===== config.mk =====
export PLATFORM = sky130hd
export DESIGN_NAME = rr_grant_encoder
export DESIGN_NICKNAME = d
export VERILOG_FILES = /design/src/rtl/rr_grant_encoder_pkg.sv /design/src/rtl/rr_grant_encoder_pick16.sv /design/src/rtl/rr_grant_encoder.sv
export SDC_FILE = /design/constraint.sdc
export NUM_CORES = 1
export LEC_CHECK = 0
export BUFFER_PORTS_ARGS = -buffer_cell sky130_fd_sc_hd__buf_2
export CAP_MARGIN = 15
export CORE_UTILIZATION = 46
export CTS_CLUSTER_SIZE = 24
export DETAILED_ROUTE_END_ITERATION = 7
export SKIP_CTS_REPAIR_TIMING = 1
export SLEW_MARGIN = 20
export SYNTH_ARGS = -nofsm -noshare
export SYNTH_HDL_FRONTEND = slang
export SYNTH_SLANG_ARGS = --single-unit

===== constraint.sdc =====
create_clock -name clk -period 11.1 [get_ports clk]
set_input_delay 2.22 -clock clk [delete_from_list [all_inputs] [get_ports clk]]
set_output_delay 2.22 -clock clk [all_outputs]
set_load 0.01 [all_outputs]

===== src/rtl/rr_grant_encoder_pkg.sv =====
`default_nettype none
// ============================================================================
//  Module      : rr_grant_encoder_pkg
//  Description : Shared constants and FSM state encoding for the 16-way
//                round-robin grant encoder and its pick helper.
//  Revision    : 1.0 - initial release
// ============================================================================
package rr_grant_encoder_pkg;

    // Requester count is fixed by the downstream 4-to-16 decoder.
    localparam int N_REQ    = 16;
    localparam int IDX_W    = 4;
    // Maximum grant hold in cycles; only used when RR_TIMEOUT_EN is defined.
    localparam int MAX_HOLD = 8;

    typedef enum logic [1:0] {
        ST_IDLE  = 2'd0,
        ST_GRANT = 2'd1,
        ST_GAP   = 2'd2
    } state_t;

endpackage : rr_grant_encoder_pkg
`default_nettype wire


===== src/rtl/rr_grant_encoder_pick16.sv =====
`default_nettype none
// ============================================================================
//  Module      : rr_pick16
//  Description : Combinational round-robin pick. Rotates the request vector
//                so that bit ptr lands at position 0, finds the lowest set
//                bit, then adds ptr back to recover the absolute index.
//  Revision    : 1.0 - initial release
// ============================================================================
module rr_pick16
    import rr_grant_encoder_pkg::*;
(
    input  logic [N_REQ-1:0] req,
    input  logic [IDX_W-1:0] ptr,
    output logic [IDX_W-1:0] idx,
    output logic             found
);

    logic [N_REQ-1:0] w_rot;
    logic [IDX_W-1:0] w_off;

    // Rotate right by ptr; a shift by 16 (ptr==0) yields zero, so the OR is safe.
    assign w_rot = (req >> ptr) | (req << (5'd16 - {1'b0, ptr}));

    // Priority encode: the lowest set bit of the rotated vector wins.
    always_comb begin
        w_off = '0;
        found = 1'b0;
        for (int i = N_REQ - 1; i >= 0; i--) begin
            if (w_rot[i]) begin
                w_off = IDX_W'(i);
                found = 1'b1;
            end
        end
    end

    // Undo the rotation; 4-bit addition wraps 15 -> 0 naturally.
    assign idx = w_off + ptr;

endmodule : rr_pick16
`default_nettype wire


===== src/rtl/rr_grant_encoder.sv =====
`default_nettype none
// ============================================================================
//  Module      : rr_grant_encoder
//  Description : 16-requester round-robin arbiter producing a registered
//                grant index + valid for a 4-to-16 decoder. An owner keeps
//                the grant until it signals done or drops its request; a
//                one-cycle gap always separates consecutive owners.
//                Optional macro RR_TIMEOUT_EN adds a hold timer that forces
//                release after MAX_HOLD cycles and pulses timeout.
//  Revision    : 1.0 - initial release
// ============================================================================
module rr_grant_encoder
    import rr_grant_encoder_pkg::*;
(
    input  logic             clk,
    input  logic             rst,
    input  logic [N_REQ-1:0] req,
    input  logic             done,
    output logic [IDX_W-1:0] grant_idx,
    output logic             grant_valid,
    output logic             busy,
    output logic             timeout
);

    state_t           r_state, w_nxt_state;
    logic [IDX_W-1:0] r_ptr, w_nxt_ptr;
    logic [IDX_W-1:0] r_grant_idx, w_nxt_idx;
    logic             r_grant_valid, w_nxt_valid;
    logic             w_nxt_timeout;
    logic             w_release;
    logic             w_timer_hit;
    logic [IDX_W-1:0] w_pick_idx;
    logic             w_pick_found;

`ifdef RR_TIMEOUT_EN
    localparam logic [2:0] c_hold_last = 3'(MAX_HOLD - 1);
    logic [2:0] r_hold_cnt, w_nxt_cnt;
    logic       r_timeout;
    assign w_timer_hit = (r_hold_cnt == c_hold_last);
`else
    assign w_timer_hit = 1'b0;
`endif

    rr_pick16 u_pick (
        .req   (req),
        .ptr   (r_ptr),
        .idx   (w_pick_idx),
        .found (w_pick_found)
    );

    assign w_release = done | ~req[r_grant_idx] | w_timer_hit;

    // Next-state and next-output logic for the IDLE/GRANT/GAP arbiter.
    always_comb begin
        w_nxt_state   = r_state;
        w_nxt_idx     = r_grant_idx;
        w_nxt_valid   = 1'b0;
        w_nxt_ptr     = r_ptr;
        w_nxt_timeout = 1'b0;
`ifdef RR_TIMEOUT_EN
        w_nxt_cnt     = r_hold_cnt;
`endif
        case (r_state)
            ST_IDLE, ST_GAP: begin
                // Both are arbitration points; GAP always leaves after one cycle.
                if (w_pick_found) begin
                    w_nxt_state = ST_GRANT;
                    w_nxt_idx   = w_pick_idx;
                    w_nxt_valid = 1'b1;
`ifdef RR_TIMEOUT_EN
                    w_nxt_cnt   = 3'd0;
`endif
                end else begin
                    w_nxt_state = ST_IDLE;
                end
            end
            ST_GRANT: begin
                if (w_release) begin
                    w_nxt_state   = ST_GAP;
                    w_nxt_ptr     = r_grant_idx + 4'd1;
                    // Timeout is reported only when the timer alone forced it.
                    w_nxt_timeout = w_timer_hit & ~done;
                end else begin
                    w_nxt_valid = 1'b1;
`ifdef RR_TIMEOUT_EN
                    w_nxt_cnt   = r_hold_cnt + 3'd1;
`endif
                end
            end
            default: begin
                w_nxt_state = ST_IDLE;
            end
        endcase
    end

    // State, pointer and registered grant outputs.
    always_ff @(posedge clk) begin
        if (rst) begin
            r_state       <= ST_IDLE;
            r_ptr         <= '0;
            r_grant_idx   <= '0;
            r_grant_valid <= 1'b0;
        end else begin
            r_state       <= w_nxt_state;
            r_ptr         <= w_nxt_ptr;
            r_grant_idx   <= w_nxt_idx;
            r_grant_valid <= w_nxt_valid;
        end
    end

`ifdef RR_TIMEOUT_EN
    // Hold counter and timeout pulse register.
    always_ff @(posedge clk) begin
        if (rst) begin
            r_hold_cnt <= 3'd0;
            r_timeout  <= 1'b0;
        end else begin
            r_hold_cnt <= w_nxt_cnt;
            r_timeout  <= w_nxt_timeout;
        end
    end
    assign timeout = r_timeout;
`else
    assign timeout = 1'b0;
`endif

    assign grant_idx   = r_grant_idx;
    assign grant_valid = r_grant_valid;
    assign busy        = (r_state != ST_IDLE);

endmodule : rr_grant_encoder
`default_nettype wire


======== Word-level counts from Yosys, hierarchy flattened ========
Index checks and enable logic that the tools add are counted.
cells by class
  reduce and logical (&&, ||, !) cells .... 5
  bitwise gates (word level) .............. 3
  eq/ne operators ......................... 3
  add/sub/neg operators ................... 3
  shift operators ......................... 2
  $lt $le $gt $ge ......................... 1
  mux-type cells .......................... 40
operator list
  cell                                                 number
  2-to-1 mux 4 bit                                     16
  2-to-1 mux 1 bit                                     20
  OR 16 bit                                            1
  << shifter 16 x 5 -> 16 bit                          1
  right shift 16 x 4 -> 16 bit                         1
  < comparator 4 x 5 -> 1 bit, second input constant   1
  subtractor 5 x 4 -> 5 bit, first input constant      1
  adder 4 x 1 -> 4 bit, second input constant          1
  adder 4 bit                                          1
  binary-select mux 1 bit (select 4 bit)               1
  case mux 2 bit (2 select lines)                      1
  AND reduction 2 bit                                  2
  equality test 2 x 1 -> 1 bit, second input constant  1
  equality test 2 bit, second input constant           1
  zero test 2 bit                                      1
  2-to-1 mux 2 bit                                     1
  != test 2 bit, second input constant                 1
  case mux 1 bit (2 select lines)                      1
  nonzero test 2 bit                                   1
  OR reduction 2 bit                                   1
  NOT 1 bit                                            1
  OR 1 bit                                             1
storage, ports and cells
  logic and storage cells ................. 61
  register bits ........................... 11

======== Depth between registers and ports, before layout ========
  word-level depth ........................ 21
  mapped depth ............................ 21
  mapped depth without buffers ............ 16

======== Cells and area by module ========
Synthesis repeated with hierarchy kept, for this count alone.
second synthesis, totals
  cell total of the unflattened synthesis .. 290
  area, all modules ....................... 2,616.3 sq um
by module, submodules not included
  module            instances  area an instance (sq um)  cells an instance
  rr_pick16         1          1,966.9                   224
  rr_grant_encoder  1          649.4                     66

======== Worst setup path after synthesis ========
OpenSTA, ideal clock, no wires.
  kind .................................... input-to-reg
  start ................................... input req[8]
  end ..................................... register r_grant_idx[3], in the netlist grant_idx[3]
  slack ................................... 6,030 ps
  stages on the path ...................... 14
  arrival time ............................ 4,995 ps
  path buffers ............................ 1
  path through ............................ clkbuf_1 mux4_2 a22oi_2 o31ai_2 a211oi_4 nand2_1 or2_2 o22ai_1 ha_1 a21o_1 a21oi_1 xnor2_1 o31a_1 a31oi_1
between the ends
  longest elaborated chain between the ends .. 19
  elaborated cells on any way between the ends .. 37
ends and longest elaborated chain
  element                                                                      RTL line                       source
  start, declared                                                              rr_grant_encoder.sv:17         input logic [N_REQ-1:0] req,
  << shifter 16 x 5 -> 16 bit or right shift 16 x 4 -> 16 bit (tied branches)  rr_grant_encoder_pick16.sv:22  assign w_rot = (req >> ptr) | (req << (5'd16 - {1'b0, ptr}));
  OR 16 bit *                                                                  rr_grant_encoder_pick16.sv:22
  2-to-1 mux 4 bit or 2-to-1 mux 1 bit (tied branches) (16 in a row)           rr_grant_encoder_pick16.sv:29  if (w_rot[i]) begin
  adder 4 bit or AND reduction 2 bit (tied branches)                           n/a
  end signal, assigned                                                         rr_grant_encoder.sv:106        r_grant_idx <= w_nxt_idx;
  end, declared                                                                rr_grant_encoder.sv:27         logic [IDX_W-1:0] r_grant_idx, w_nxt_idx;
Mark *: on every way between the ends. The rest lies on a longest branch, timed or not.
A chain may end at the register's enable or synchronous reset.

======== Final worst setup path ========
  start ................................... input req[2]
  end ..................................... register r_grant_idx[3], in the netlist grant_idx[3]
The elaborated chain is that of the path after synthesis.

==> flow_metrics.env <==
export IMPL_status="finished, final reports clean"
export IMPL_relSlewSlack_pct=33.93
export IMPL_antenna_found_initial=0
export IMPL_yosysWarningCount=0
export IMPL_cts_max_level=1
export IMPL_rsz0062_at_grt="false"
export IMPL_synthToLayoutAreaGrowth_pct=5.185
export IMPL_finalPower_uw=628.6
export IMPL_start_kind="primary input"
export IMPL_nets=321
export IMPL_clk_pin_slew_ns=0.05
export IMPL_first_pass_iters=6
export IMPL_max_freq_mhz=191.0
export IMPL_power_density_nw_per_um2=229.3
export IMPL_synthesis_nets=311
export IMPL_grt_max_degree=37
export IMPL_finalWirelength_um=7463
export IMPL_cts_tree="yes"
export IMPL_postRouteAntennaNets=0
export IMPL_place_congestion=1.024
export IMPL_via_per_inst=6.678
export IMPL_max_slew_worst_pin_slew_ns=0.9911
export IMPL_fp_dieH_um=77.27
export IMPL_cp_data_required_time_ns=11.26
export IMPL_drc=0
export IMPL_path_class="primary input to register"
export IMPL_power_leakage_uw=0.001039
export IMPL_seq_area_frac_synth_pct=8.449
export IMPL_clkSinkCount=11
export IMPL_syn_inst=286
export IMPL_worst_ir_drop_vdd_mv=0.1276
export IMPL_num_vias=2451
export IMPL_synth_ff_type="dfxtp_1"
export IMPL_wire_per_inst_um=20.34
export IMPL_synth_cell_types=69
export IMPL_synth_seq_cells=11
export IMPL_insertion_delay_ns=0.23
export IMPL_max_cap_violations=0
export IMPL_fin_crit_sh_pct=47.18
export IMPL_dp_cells=363
export IMPL_synth_edf_count=0
export IMPL_drt_iter0_drc=216
export IMPL_placed_cell_area_um2=2696
export IMPL_grt_overflow_total=0
export IMPL_dieArea_um2=5971
export IMPL_cts_buffers=3
export IMPL_drv_slew=0
export IMPL_crit_arrival_ns=5.40
export IMPL_io_pins=26
export IMPL_die_x_um=77.27
export IMPL_design_core_area_um2=5473
export IMPL_std_cell_rows=27
export IMPL_min_period_ns=5.237
export IMPL_synth_area_um2=2606
export IMPL_drive_gt1_share_pct=27.12
export IMPL_initial_core_util_pct=47.62
export IMPL_end_kind="register"
export IMPL_syn_area_per_cell_um2=9.113
export IMPL_setup_viol=0
export IMPL_hold_class="register to register"
export IMPL_skew_ns=0.002374
export IMPL_setup_tns_ns=0
export IMPL_grt_pass1_wl_um=12500
export IMPL_design_area_um2=2741
export IMPL_instances_no_fill=367
export IMPL_portBuffers=24
export IMPL_synth_async_sr_flop_share_pct=0
export IMPL_crit_fanout=7
export IMPL_place_hpwl_um=5698
export IMPL_diodes=0
export IMPL_cts_buffer_depth=2
export IMPL_grt_usage_pct=26.40
export IMPL_cts_root_buffer="clkbuf_8"
export IMPL_hold_viol_final=0
export IMPL_grt_pass1_vias=2366
==> synthesized netlist by cell type, types with 3 or more instances <==
cell type,count,area [um2]
buf_6,3,33.78
buf_4,6,45.04
nor2_1,25,93.84
nor2b_1,8,50.05
mux2_2,7,78.83
a21o_1,3,22.52
o21ai_0,5,25.02
a22oi_1,7,52.55
clkbuf_1,6,22.52
ha_1,5,62.56
mux2i_1,42,420.4
dfxtp_1,11,220.2
a221oi_1,4,35.03
buf_2,7,35.03
mux4_2,22,495.5
nand2b_1,11,68.82
nand3_1,5,25.02
nor3_1,5,25.02
o22ai_1,5,31.28
nand2_1,17,63.81
inv_1,4,15.01
a211oi_1,6,45.04
a21oi_1,12,60.06
==> kinds of logic (layout without fill, tap and decap cells) <==
kind of cell | after synthesis | after routing | synth area share [%]
simple gates | 89 | 89 | 18.20
compound gates | 72 | 72 | 21.65
mux | 72 | 72 | 38.69
buf+inv | 29 | 38 | 6.672
flops | 11 | 11 | 8.449
fa+ha+maj | 6 | 6 | 3.169
xor+xnor | 6 | 6 | 3.025
other cells | 1 | 1 | 0.1439
==> stage by stage <==
stage | utilization (%) | worst slack, ns | hold slack [ns]
after floorplan | - | 6.030 | 0.5546
after global placement | 49.27 | 5.668 | 0.5716
after detailed placement | 49.27 | 5.693 | 0.5759
after CTS | 50.09 | 5.912 | 0.5875
after global routing | 50.09 | 5.529 | 0.6284
final | 50.09 | 5.863 | 0.5900
==> cell type report <==
type,count,area (um2)
fillers,523,2731
multi-input cells,246,2212
flip-flops and latches,11,221.5
repair buffers,28,150.1
well taps,72,90.09
clock buffers,4,45.04
inverters,6,22.52
==> final timing paths <==
kind	startpoint	end	slack, ns	cells past startpoint
worst max-delay path	req[2]	grant_idx[3]	5.86	14
worst min-delay path	r_state[1]	r_state[0]	0.59	2
worst max register to register	r_ptr[0]	grant_idx[3]	5.89	16
worst min register to register	r_state[1]	r_state[0]	0.59	2
==> sequential cells by signal (all words and copies together), names as in the netlist <==
name and cells:
grant_idx 4, r_ptr 4, r_state 2, grant_valid 1
==> worst max-delay path, cell delays in order <==
cell	delay, ns
buf_2	0.14
mux4_2	0.51
nand2_1	0.09
o21ai_1	0.11
o2bb2ai_1	0.18
or3_1	0.45
or2_2	0.30
o22ai_1	0.22
ha_1	0.30
a21o_1	0.18
a21oi_1	0.17
xnor2_1	0.11
o31a_1	0.24
a31oi_1	0.17
==> layer usage <==
layer / vias up / share of wire [%] / global-route usage [%]
li1: 1140 / - / -
met1: 1168 / 44 / 38.12
met2: 131 / 46 / 42.04
met3: 12 / 9.1 / 3.095
met4: 0 / 1.5 / 5.283
met5: - / 0 / 0
==> layout by cell type (no fill, tap or decap), types with 3 or more instances in the layout <==
master    instances
a211oi_1          6
a21o_1            3
a21oi_1          12
a221oi_1          4
a22oi_1           7
buf_2            24
buf_4             4
clkbuf_8          3
dfxtp_1          10
ha_1              5
inv_1             4
mux2_2            7
mux2i_1          42
mux4_2           22
nand2_1          17
nand2b_1         11
nand3_1           5
nor2_1           25
nor2b_1           8
nor3_1            5
o21ai_0           5
o22ai_1           5
==> where the power goes <==
group / total, uW / internal (uW) / leakage, uW / switching (uW)
Clock: 39.4 / 25.1 / 0.0000228 / 14.2
Combinational: 523 / 222 / 0.000925 / 300
Sequential: 66.7 / 49.4 / 0.0000910 / 17.3
Power figures use the tool's default switching activity.
